<file path="src/rtl/bp_weight_scheduler_if.sv">
// Bundle of the prediction, training-feedback and SRAM signals of the
// perceptron weight scheduler. The master side is the environment
// (branch controller + SRAM), the slave side is the scheduler itself.
interface bp_weight_scheduler_if #(
  parameter int N          = 7,
  parameter int W_BITS     = 6,
  parameter int P_BITS     = 8,
  parameter int FIFO_DEPTH = 4
);
  logic                       i_pred_valid;
  logic [P_BITS-1:0]          i_pred_idx;
  logic                       o_pred_grant;
  logic                       o_pred_rvalid;
  logic [N*W_BITS-1:0]        o_pred_row;
  logic                       i_trn_valid;
  logic                       o_trn_ready;
  logic [P_BITS-1:0]          i_trn_idx;
  logic [N-1:0]               i_trn_hist;
  logic                       i_trn_outcome;
  logic                       i_trn_mispredict;
  logic [W_BITS+N-1:0]        i_trn_yabs;
  logic                       o_mem_en;
  logic                       o_mem_we;
  logic [P_BITS-1:0]          o_mem_addr;
  logic [N*W_BITS-1:0]        o_mem_wdata;
  logic [N*W_BITS-1:0]        i_mem_rdata;
  logic                       o_init_busy;
  logic [$clog2(FIFO_DEPTH):0] o_fifo_count;

  modport master (
    output i_pred_valid, i_pred_idx, i_trn_valid, i_trn_idx, i_trn_hist,
           i_trn_outcome, i_trn_mispredict, i_trn_yabs, i_mem_rdata,
    input  o_pred_grant, o_pred_rvalid, o_pred_row, o_trn_ready, o_mem_en,
           o_mem_we, o_mem_addr, o_mem_wdata, o_init_busy, o_fifo_count
  );

  modport slave (
    input  i_pred_valid, i_pred_idx, i_trn_valid, i_trn_idx, i_trn_hist,
           i_trn_outcome, i_trn_mispredict, i_trn_yabs, i_mem_rdata,
    output o_pred_grant, o_pred_rvalid, o_pred_row, o_trn_ready, o_mem_en,
           o_mem_we, o_mem_addr, o_mem_wdata, o_init_busy, o_fifo_count
  );
endinterface

</file>
<file path="src/rtl/bp_weight_scheduler.sv">
// Perceptron weight SRAM scheduler: clears the table after reset, then
// shares the single SRAM port between prediction row reads and queued
// training read-modify-writes with saturating weight updates.
module bp_weight_scheduler #(
  parameter int N          = 7,
  parameter int W_BITS     = 6,
  parameter int P_BITS     = 8,
  parameter int FIFO_DEPTH = 4,
  parameter int THETA      = 27
) (
  input logic                 clk,
  input logic                 rst_n,
  bp_weight_scheduler_if.slave bus
);
  localparam int ROW_BITS = N * W_BITS;
  localparam int PTR_BITS = (FIFO_DEPTH > 1) ? $clog2(FIFO_DEPTH) : 1;
  localparam int CNT_BITS = $clog2(FIFO_DEPTH) + 1;
  localparam int Y_BITS   = W_BITS + N;
  localparam logic [W_BITS-1:0]   W_MAX    = {1'b0, {(W_BITS-1){1'b1}}};
  localparam logic [W_BITS-1:0]   W_MIN    = {1'b1, {(W_BITS-1){1'b0}}};
  localparam logic [W_BITS-1:0]   W_ONE    = {{(W_BITS-1){1'b0}}, 1'b1};
  localparam logic [Y_BITS-1:0]   THETA_Y  = Y_BITS'(THETA);
  localparam logic [CNT_BITS-1:0] CNT_FULL = CNT_BITS'(FIFO_DEPTH);

  typedef enum logic [1:0] {
    ST_INIT   = 2'd0,
    ST_IDLE   = 2'd1,
    ST_TRN_WB = 2'd2
  } state_t;

  // Saturating perceptron update; bias input x[0] is always 1.
  function automatic logic [ROW_BITS-1:0] train_row(
    input logic [ROW_BITS-1:0] row,
    input logic [N-1:0]        hist,
    input logic                outcome
  );
    logic [ROW_BITS-1:0] res;
    logic [W_BITS-1:0]   w;
    logic                x;
    res = row;
    for (int i = 0; i < N; i++) begin
      w = row[i*W_BITS +: W_BITS];
      x = (i == 0) ? 1'b1 : hist[i];
      if (outcome == x) begin
        if (w != W_MAX) w = w + W_ONE;
        else            w = W_MAX;
      end else begin
        if (w != W_MIN) w = w - W_ONE;
        else            w = W_MIN;
      end
      res[i*W_BITS +: W_BITS] = w;
    end
    return res;
  endfunction

  state_t              state_r;
  logic [P_BITS-1:0]   init_cnt_r;
  logic                run_r;
  logic                init_busy_r;
  logic                rvalid_r;
  logic [PTR_BITS-1:0] rd_ptr_r;
  logic [PTR_BITS-1:0] wr_ptr_r;
  logic [CNT_BITS-1:0] count_r;

  logic [P_BITS-1:0]   q_idx_r     [FIFO_DEPTH];
  logic [N-1:0]        q_hist_r    [FIFO_DEPTH];
  logic                q_outcome_r [FIFO_DEPTH];
  logic                q_misp_r    [FIFO_DEPTH];
  logic [Y_BITS-1:0]   q_yabs_r    [FIFO_DEPTH];

  logic                full_s, empty_s, ready_s, push_s, pop_s;
  logic                head_upd_s, grant_s, start_trn_s;
  logic                mem_en_s, mem_we_s;
  logic [P_BITS-1:0]   mem_addr_s;
  logic [ROW_BITS-1:0] mem_wdata_s;
  logic [P_BITS-1:0]   head_idx_s;
  logic [N-1:0]        head_hist_s;
  logic                head_outcome_s;

  assign full_s         = (count_r == CNT_FULL);
  assign empty_s        = (count_r == {CNT_BITS{1'b0}});
  // run_r keeps the queue closed while reset is held and for the release cycle.
  assign ready_s        = run_r && !full_s;
  assign push_s         = bus.i_trn_valid && ready_s;
  assign head_idx_s     = q_idx_r[rd_ptr_r];
  assign head_hist_s    = q_hist_r[rd_ptr_r];
  assign head_outcome_s = q_outcome_r[rd_ptr_r];
  // Confident correct predictions leave the weights alone.
  assign head_upd_s     = q_misp_r[rd_ptr_r] || (q_yabs_r[rd_ptr_r] <= THETA_Y);

  // Per-cycle SRAM port arbitration between clear, training and prediction.
  always_comb begin
    pop_s       = 1'b0;
    grant_s     = 1'b0;
    start_trn_s = 1'b0;
    mem_en_s    = 1'b0;
    mem_we_s    = 1'b0;
    mem_addr_s  = {P_BITS{1'b0}};
    mem_wdata_s = {ROW_BITS{1'b0}};
    case (state_r)
      ST_INIT: begin
        if (run_r) begin
          mem_en_s   = 1'b1;
          mem_we_s   = 1'b1;
          mem_addr_s = init_cnt_r;
        end else begin
          mem_en_s   = 1'b0;
        end
      end
      ST_IDLE: begin
        if (!empty_s && !head_upd_s) begin
          pop_s = 1'b1;
          if (bus.i_pred_valid) begin
            grant_s    = 1'b1;
            mem_en_s   = 1'b1;
            mem_addr_s = bus.i_pred_idx;
          end else begin
            grant_s    = 1'b0;
          end
        end else if (!empty_s && (full_s || !bus.i_pred_valid)) begin
          start_trn_s = 1'b1;
          mem_en_s    = 1'b1;
          mem_addr_s  = head_idx_s;
        end else if (bus.i_pred_valid) begin
          grant_s    = 1'b1;
          mem_en_s   = 1'b1;
          mem_addr_s = bus.i_pred_idx;
        end else begin
          grant_s    = 1'b0;
        end
      end
      ST_TRN_WB: begin
        pop_s       = 1'b1;
        mem_en_s    = 1'b1;
        mem_we_s    = 1'b1;
        mem_addr_s  = head_idx_s;
        mem_wdata_s = train_row(bus.i_mem_rdata, head_hist_s, head_outcome_s);
      end
      default: begin
        mem_en_s = 1'b0;
      end
    endcase
  end

  // Control FSM: table clear, idle arbitration, training write-back.
  always_ff @(posedge clk or negedge rst_n) begin
    if (!rst_n) begin
      state_r     <= ST_INIT;
      init_cnt_r  <= {P_BITS{1'b0}};
      run_r       <= 1'b0;
      init_busy_r <= 1'b1;
      rvalid_r    <= 1'b0;
    end else begin
      run_r    <= 1'b1;
      rvalid_r <= grant_s;
      case (state_r)
        ST_INIT: begin
          if (run_r) begin
            init_cnt_r <= init_cnt_r + P_BITS'(1);
            if (&init_cnt_r) begin
              state_r     <= ST_IDLE;
              init_busy_r <= 1'b0;
            end
          end
        end
        ST_IDLE: begin
          if (start_trn_s) state_r <= ST_TRN_WB;
        end
        ST_TRN_WB: begin
          state_r <= ST_IDLE;
        end
        default: begin
          state_r     <= ST_INIT;
          init_cnt_r  <= {P_BITS{1'b0}};
          init_busy_r <= 1'b1;
        end
      endcase
    end
  end

  // Training queue pointers and occupancy.
  always_ff @(posedge clk or negedge rst_n) begin
    if (!rst_n) begin
      wr_ptr_r <= {PTR_BITS{1'b0}};
      rd_ptr_r <= {PTR_BITS{1'b0}};
      count_r  <= {CNT_BITS{1'b0}};
    end else begin
      if (push_s) wr_ptr_r <= wr_ptr_r + PTR_BITS'(1);
      if (pop_s)  rd_ptr_r <= rd_ptr_r + PTR_BITS'(1);
      case ({push_s, pop_s})
        2'b10:   count_r <= count_r + CNT_BITS'(1);
        2'b01:   count_r <= count_r - CNT_BITS'(1);
        default: count_r <= count_r;
      endcase
    end
  end

  // Training queue payload storage (data only, qualified by the pointers).
  always_ff @(posedge clk) begin
    if (push_s) begin
      q_idx_r[wr_ptr_r]     <= bus.i_trn_idx;
      q_hist_r[wr_ptr_r]    <= bus.i_trn_hist;
      q_outcome_r[wr_ptr_r] <= bus.i_trn_outcome;
      q_misp_r[wr_ptr_r]    <= bus.i_trn_mispredict;
      q_yabs_r[wr_ptr_r]    <= bus.i_trn_yabs;
    end
  end

  assign bus.o_pred_grant  = grant_s;
  assign bus.o_pred_rvalid = rvalid_r;
  assign bus.o_pred_row    = rvalid_r ? bus.i_mem_rdata : {ROW_BITS{1'b0}};
  assign bus.o_trn_ready   = ready_s;
  assign bus.o_mem_en      = mem_en_s;
  assign bus.o_mem_we      = mem_we_s;
  assign bus.o_mem_addr    = mem_addr_s;
  assign bus.o_mem_wdata   = mem_wdata_s;
  assign bus.o_init_busy   = init_busy_r;
  assign bus.o_fifo_count  = count_r;
endmodule

</file>
<file path="src/flat_wrapper.sv">
// flat-port wrapper written by rule: the top's interface ports become plain ports
module bp_weight_scheduler_flat 
#(
  parameter int N          = 7,
  parameter int W_BITS     = 6,
  parameter int P_BITS     = 8,
  parameter int FIFO_DEPTH = 4,
  parameter int THETA      = 27
)
  (clk, rst_n, bus_i_pred_valid, bus_i_pred_idx, bus_i_trn_valid, bus_i_trn_idx, bus_i_trn_hist, bus_i_trn_outcome, bus_i_trn_mispredict, bus_i_trn_yabs, bus_i_mem_rdata, bus_o_pred_grant, bus_o_pred_rvalid, bus_o_pred_row, bus_o_trn_ready, bus_o_mem_en, bus_o_mem_we, bus_o_mem_addr, bus_o_mem_wdata, bus_o_init_busy, bus_o_fifo_count);
  bp_weight_scheduler_if #(.N(N), .W_BITS(W_BITS), .P_BITS(P_BITS), .FIFO_DEPTH(FIFO_DEPTH)) bus_i ();
  input logic clk;
  input logic rst_n;
  input wire logic [$bits(bus_i.i_pred_valid)-1:0] bus_i_pred_valid;
  input wire logic [$bits(bus_i.i_pred_idx)-1:0] bus_i_pred_idx;
  input wire logic [$bits(bus_i.i_trn_valid)-1:0] bus_i_trn_valid;
  input wire logic [$bits(bus_i.i_trn_idx)-1:0] bus_i_trn_idx;
  input wire logic [$bits(bus_i.i_trn_hist)-1:0] bus_i_trn_hist;
  input wire logic [$bits(bus_i.i_trn_outcome)-1:0] bus_i_trn_outcome;
  input wire logic [$bits(bus_i.i_trn_mispredict)-1:0] bus_i_trn_mispredict;
  input wire logic [$bits(bus_i.i_trn_yabs)-1:0] bus_i_trn_yabs;
  input wire logic [$bits(bus_i.i_mem_rdata)-1:0] bus_i_mem_rdata;
  output wire logic [$bits(bus_i.o_pred_grant)-1:0] bus_o_pred_grant;
  output wire logic [$bits(bus_i.o_pred_rvalid)-1:0] bus_o_pred_rvalid;
  output wire logic [$bits(bus_i.o_pred_row)-1:0] bus_o_pred_row;
  output wire logic [$bits(bus_i.o_trn_ready)-1:0] bus_o_trn_ready;
  output wire logic [$bits(bus_i.o_mem_en)-1:0] bus_o_mem_en;
  output wire logic [$bits(bus_i.o_mem_we)-1:0] bus_o_mem_we;
  output wire logic [$bits(bus_i.o_mem_addr)-1:0] bus_o_mem_addr;
  output wire logic [$bits(bus_i.o_mem_wdata)-1:0] bus_o_mem_wdata;
  output wire logic [$bits(bus_i.o_init_busy)-1:0] bus_o_init_busy;
  output wire logic [$bits(bus_i.o_fifo_count)-1:0] bus_o_fifo_count;
  assign bus_i.i_pred_valid = bus_i_pred_valid;
  assign bus_i.i_pred_idx = bus_i_pred_idx;
  assign bus_i.i_trn_valid = bus_i_trn_valid;
  assign bus_i.i_trn_idx = bus_i_trn_idx;
  assign bus_i.i_trn_hist = bus_i_trn_hist;
  assign bus_i.i_trn_outcome = bus_i_trn_outcome;
  assign bus_i.i_trn_mispredict = bus_i_trn_mispredict;
  assign bus_i.i_trn_yabs = bus_i_trn_yabs;
  assign bus_i.i_mem_rdata = bus_i_mem_rdata;
  assign bus_o_pred_grant = bus_i.o_pred_grant;
  assign bus_o_pred_rvalid = bus_i.o_pred_rvalid;
  assign bus_o_pred_row = bus_i.o_pred_row;
  assign bus_o_trn_ready = bus_i.o_trn_ready;
  assign bus_o_mem_en = bus_i.o_mem_en;
  assign bus_o_mem_we = bus_i.o_mem_we;
  assign bus_o_mem_addr = bus_i.o_mem_addr;
  assign bus_o_mem_wdata = bus_i.o_mem_wdata;
  assign bus_o_init_busy = bus_i.o_init_busy;
  assign bus_o_fifo_count = bus_i.o_fifo_count;
  bp_weight_scheduler #(.N(N), .W_BITS(W_BITS), .P_BITS(P_BITS), .FIFO_DEPTH(FIFO_DEPTH), .THETA(THETA)) u_core (.clk(clk), .rst_n(rst_n), .bus(bus_i));
endmodule
</file>
<file path="config.mk">
export PLATFORM = sky130hd
export DESIGN_NAME = bp_weight_scheduler_flat
export DESIGN_NICKNAME = d
export VERILOG_FILES = /design/src/rtl/bp_weight_scheduler_if.sv /design/src/rtl/bp_weight_scheduler.sv /design/src/flat_wrapper.sv
export SDC_FILE = /design/constraint.sdc
export NUM_CORES = 1
export LEC_CHECK = 0
export CAP_MARGIN = 20
export CORE_ASPECT_RATIO = 0.7
export CORE_UTILIZATION = 25
export CTS_CLUSTER_DIAMETER = 200
export DETAILED_ROUTE_END_ITERATION = 7
export REMOVE_ABC_BUFFERS = 1
export SLEW_MARGIN = 15
export SYNTH_ARGS = -nofsm -noshare
export SYNTH_HDL_FRONTEND = slang
export SYNTH_SLANG_ARGS = --single-unit
</file>
<file path="constraint.sdc">
create_clock -name clk -period 4.4 [get_ports clk]
set_input_delay 1.1 -clock clk [delete_from_list [all_inputs] [get_ports clk]]
set_output_delay 1.1 -clock clk [all_outputs]
set_load 0.1 [all_outputs]
</file>
==> impl_metrics.tcl <==
set metrics [dict create \
    most-common-layout-cells "edfxtp_1, clkdlybuf4s50_1, buf_4" \
    drcViolationCount 0 \
    clk_pin_slew_ns 0.06 \
    route.antenna.remaining_nets 0 \
    flow.area_growth_from_synthesis_pct 45.2 \
    synth_cell_type_count 66 \
    postSynthRegisterBits 128 \
    worst-slew-pin-transition_ns 0.991 \
    critPathKind "in2out" \
    std_cell_rows 52 \
    cts_hold_buf 0 \
    place.port_buffers 181 \
    num_antenna_cells 0 \
    vias 6204 \
    die-area_um2 31100 \
    final.min_clock_period_ns 4.29 \
    proportion_of_synthesized_chip_area_in_sequential_cells_pct 49.3 \
    wl_per_cell_um 16.4 \
    synthFlopType "edfxtp_1" \
    grt_max_degree 44 \
    cts_buffer_depth 2 \
    crit-reg2reg-capture "u_core.bus.o_fifo_count[2]" \
    avgSynthCellArea_um2 10.8 \
    route.final.wire_length_um 21500 \
    final-setup-viol-count 0 \
    start_point_of_the_worst_hold_path "u_core.bus.o_init_busy" \
    status "completed" \
    min_period_over_period_pct 97.5 \
    critical_path_peak_fanout 5 \
    r2r.worst_path.cells 11 \
    cp-startpoint "bus_i_mem_rdata[19]" \
    cts_sinks 128 \
    placement.cell_area_um2 10400 \
    postCtsResizedCells 0 \
    r2r_start "u_core.rd_ptr_r[0]" \
    power_per_cell_area_nw_per_um2 352 \
    cap_viol_max_count 0 \
    finalWeightedCongestion 0.836 \
    cts-htree-levels 4 \
    placedCellCount 1280 \
    num-nets-final 1004 \
    vias_per_cell 4.73 \
    maxSlewHeadroom_pct 33.7 \
    synthesis.yosys.warnings 0 \
    timing.critical_path.arrival_ns 3.19 \
    initial_utilization_pct 25.8 \
    worstSetupStartpointType "primary input" \
    cts-buffers-inserted 17 \
    cts_setup_buffers 0 \
    reg2reg_setup_slack_ns 1.18 \
    fmax_mhz 233 \
    leakagePower_nw 4.20 \
    grt_pass1_wl_um 33100 \
    num_io_pins 185 \
    slew_violations 0 \
    congestion_overflow_gr 0 \
    first_pass_iters 5 \
    detailed_place_hpwl_um 15700 \
    finalHoldViolations 0 \
    place_ws_ns 0.104 \
    critPathCaptureType "output port" \
    die_h_um 148 \
    clock_insertion_delay_worst_skew_ns 0.42 \
    critPathCapture "bus_o_mem_wdata[20]" \
    most_common_library_cell_in_the_layout_ignoring_fill_and_taps "edfxtp_1" \
    synth_async_sr_flop_share_pct 15.6 \
    synthesis.instances 701 \
    dieWidth_um 210 \
    synth_enable_flop_cells 108 \
    ctsRootBufferMaster "clkbuf_16" \
    global_route.usage.total_pct 13.9 \
    core_um2 29400 \
    min_path_type "reg2reg" \
    synth_largest_area_cell "edfxtp_1" \
    tritoncts "done" \
    first_iter_violations 344 \
    grt_antenna_before_repair 2 \
    synthDominantCellAreaShare_pct 42.7 \
    finish.instance_area_um2 11000 \
    mappedNetlistArea_um2 7590 \
    fin_cells 1312 \
    grt_pass1_vias 5914 \
    ys_top_cells_by_area "edfxtp_1, dfrtp_1, mux4_2" \
    fin_worst_skew_ns 0.00724 \
    drive_above_1_share_pct 22.8 \
    irDropWorstVdd_mv 0.373 \
    cp_data_required_time_ns 3.30 \
    final_critical_path_setup_slack_ns 0.111 \
]
[cell families after synthesis]
family | synth area share (%)
and+or+nand+nor | 17.9
other | 0.0494
muxes | 7.71
DFF | 49.3
AOI/OAI and AO/OA | 12.4
adders and majority gates | 4.38
buffers and inverters | 4.51
xor gates and xnor gates | 3.77
[metal layers]
metal | track usage, % | routed length, um
met2 | 21.6 | 9460
met1 | 19.1 | 10400
met4 | 3.28 | 159
met5 | 0 | 27
met3 | 3.95 | 1470
[worst min-delay path by stage]
| stage | to | slack, ns | cells past startpoint |
|---|---|---|---|
| final | u_core.bus.o_init_busy | 0.50 | 2 |
| after global placement | u_core.bus.o_init_busy | 0.49 | 2 |
| after global routing | u_core.bus.o_init_busy | 0.57 | 2 |
| after detailed placement | u_core.bus.o_init_busy | 0.50 | 2 |
| after CTS | u_core.bus.o_init_busy | 0.51 | 2 |
| after floorplan | u_core.init_cnt_r[7] | 0.53 | 2 |
[where the power goes]
| group | leakage [nW] | internal [mW] | switching [mW] |
|---|---|---|---|
| Sequential | 1.23 | 1.47 | 0.0855 |
| Clock | 0.287 | 0.851 | 0.560 |
| Combinational | 2.68 | 0.329 | 0.586 |
| Total | 4.20 | 2.65 | 1.23 |
[cell type report]
| type | count | area [um2] |
|---|---|---|
| fill | 2896 | 18400 |
| sequential | 128 | 3740 |
| multi-input combinational | 492 | 3530 |
| timing repair buffer | 214 | 2480 |
| tap | 405 | 507 |
| clock buffer | 17 | 425 |
| clock inverter | 15 | 174 |
| inverter | 41 | 154 |
[cell usage after synthesis (3+ instances only)]
cell type and n:
a21oi_1 31, a31oi_1 15, nand4b_1 6, mux4_2 16, o31ai_1 3, mux2_2 8, o2111ai_1 5, nand4_1 3
nor2_1 61, nor3b_1 5, nand3b_1 5, edfxtp_1 108, o21ai_0 30, mux2i_1 9, buf_2 10, nor2b_1 5
inv_1 41, buf_6 3, and2_1 45, nand3_1 26, ha_1 25, nand2_1 42, xor2_2 3, mux2_4 3
xor2_1 10, dfrtp_1 19, o22ai_1 9, xnor2_1 14, nor3_1 21, o311a_1 9, and3_1 19, nor4_1 4
or2_2 3, a32o_1 7, clkbuf_1 24, nand2b_1 3, or3_1 5, a211oi_1 11
[stage by stage]
stage | hold WS, ns | total power, mW | util, % | setup TNS, ns
3_5_place_dp | 0.500 | 2.49 | 35.3 | 0
4_1_cts | 0.509 | 3.92 | 37.4 | 0
5_1_grt | 0.567 | 4.05 | 37.5 | -0.00536
6_report | 0.504 | 3.88 | 37.5 | 0
2_1_floorplan | 0.526 | 2.11 | - | -28.17
3_3_place_gp | 0.488 | 2.47 | 35.3 | 0
[state kept, by name (all words and copies together), names as in the netlist, 2 cells and up]
signal and count:
u_core.q_yabs_r 44, u_core.q_idx_r 32, u_core.q_outcome_r 4, u_core.wr_ptr_r 2, u_core.init_cnt_r 8, u_core.bus.o_fifo_count 3
u_core.rd_ptr_r 2, u_core.q_hist_r 24, u_core.q_misp_r 4, u_core.state_r 2
[critical path: stages]
cell             delay, ns
clkdlybuf4s50_1       0.55
ha_1                  0.23
and3_1                0.28
nand3b_1              0.12
nand4b_1              0.12
o2111ai_1             0.15
a31oi_1               0.40
buf_12                0.23
Note: power is estimated with default switching activity, not from simulation.
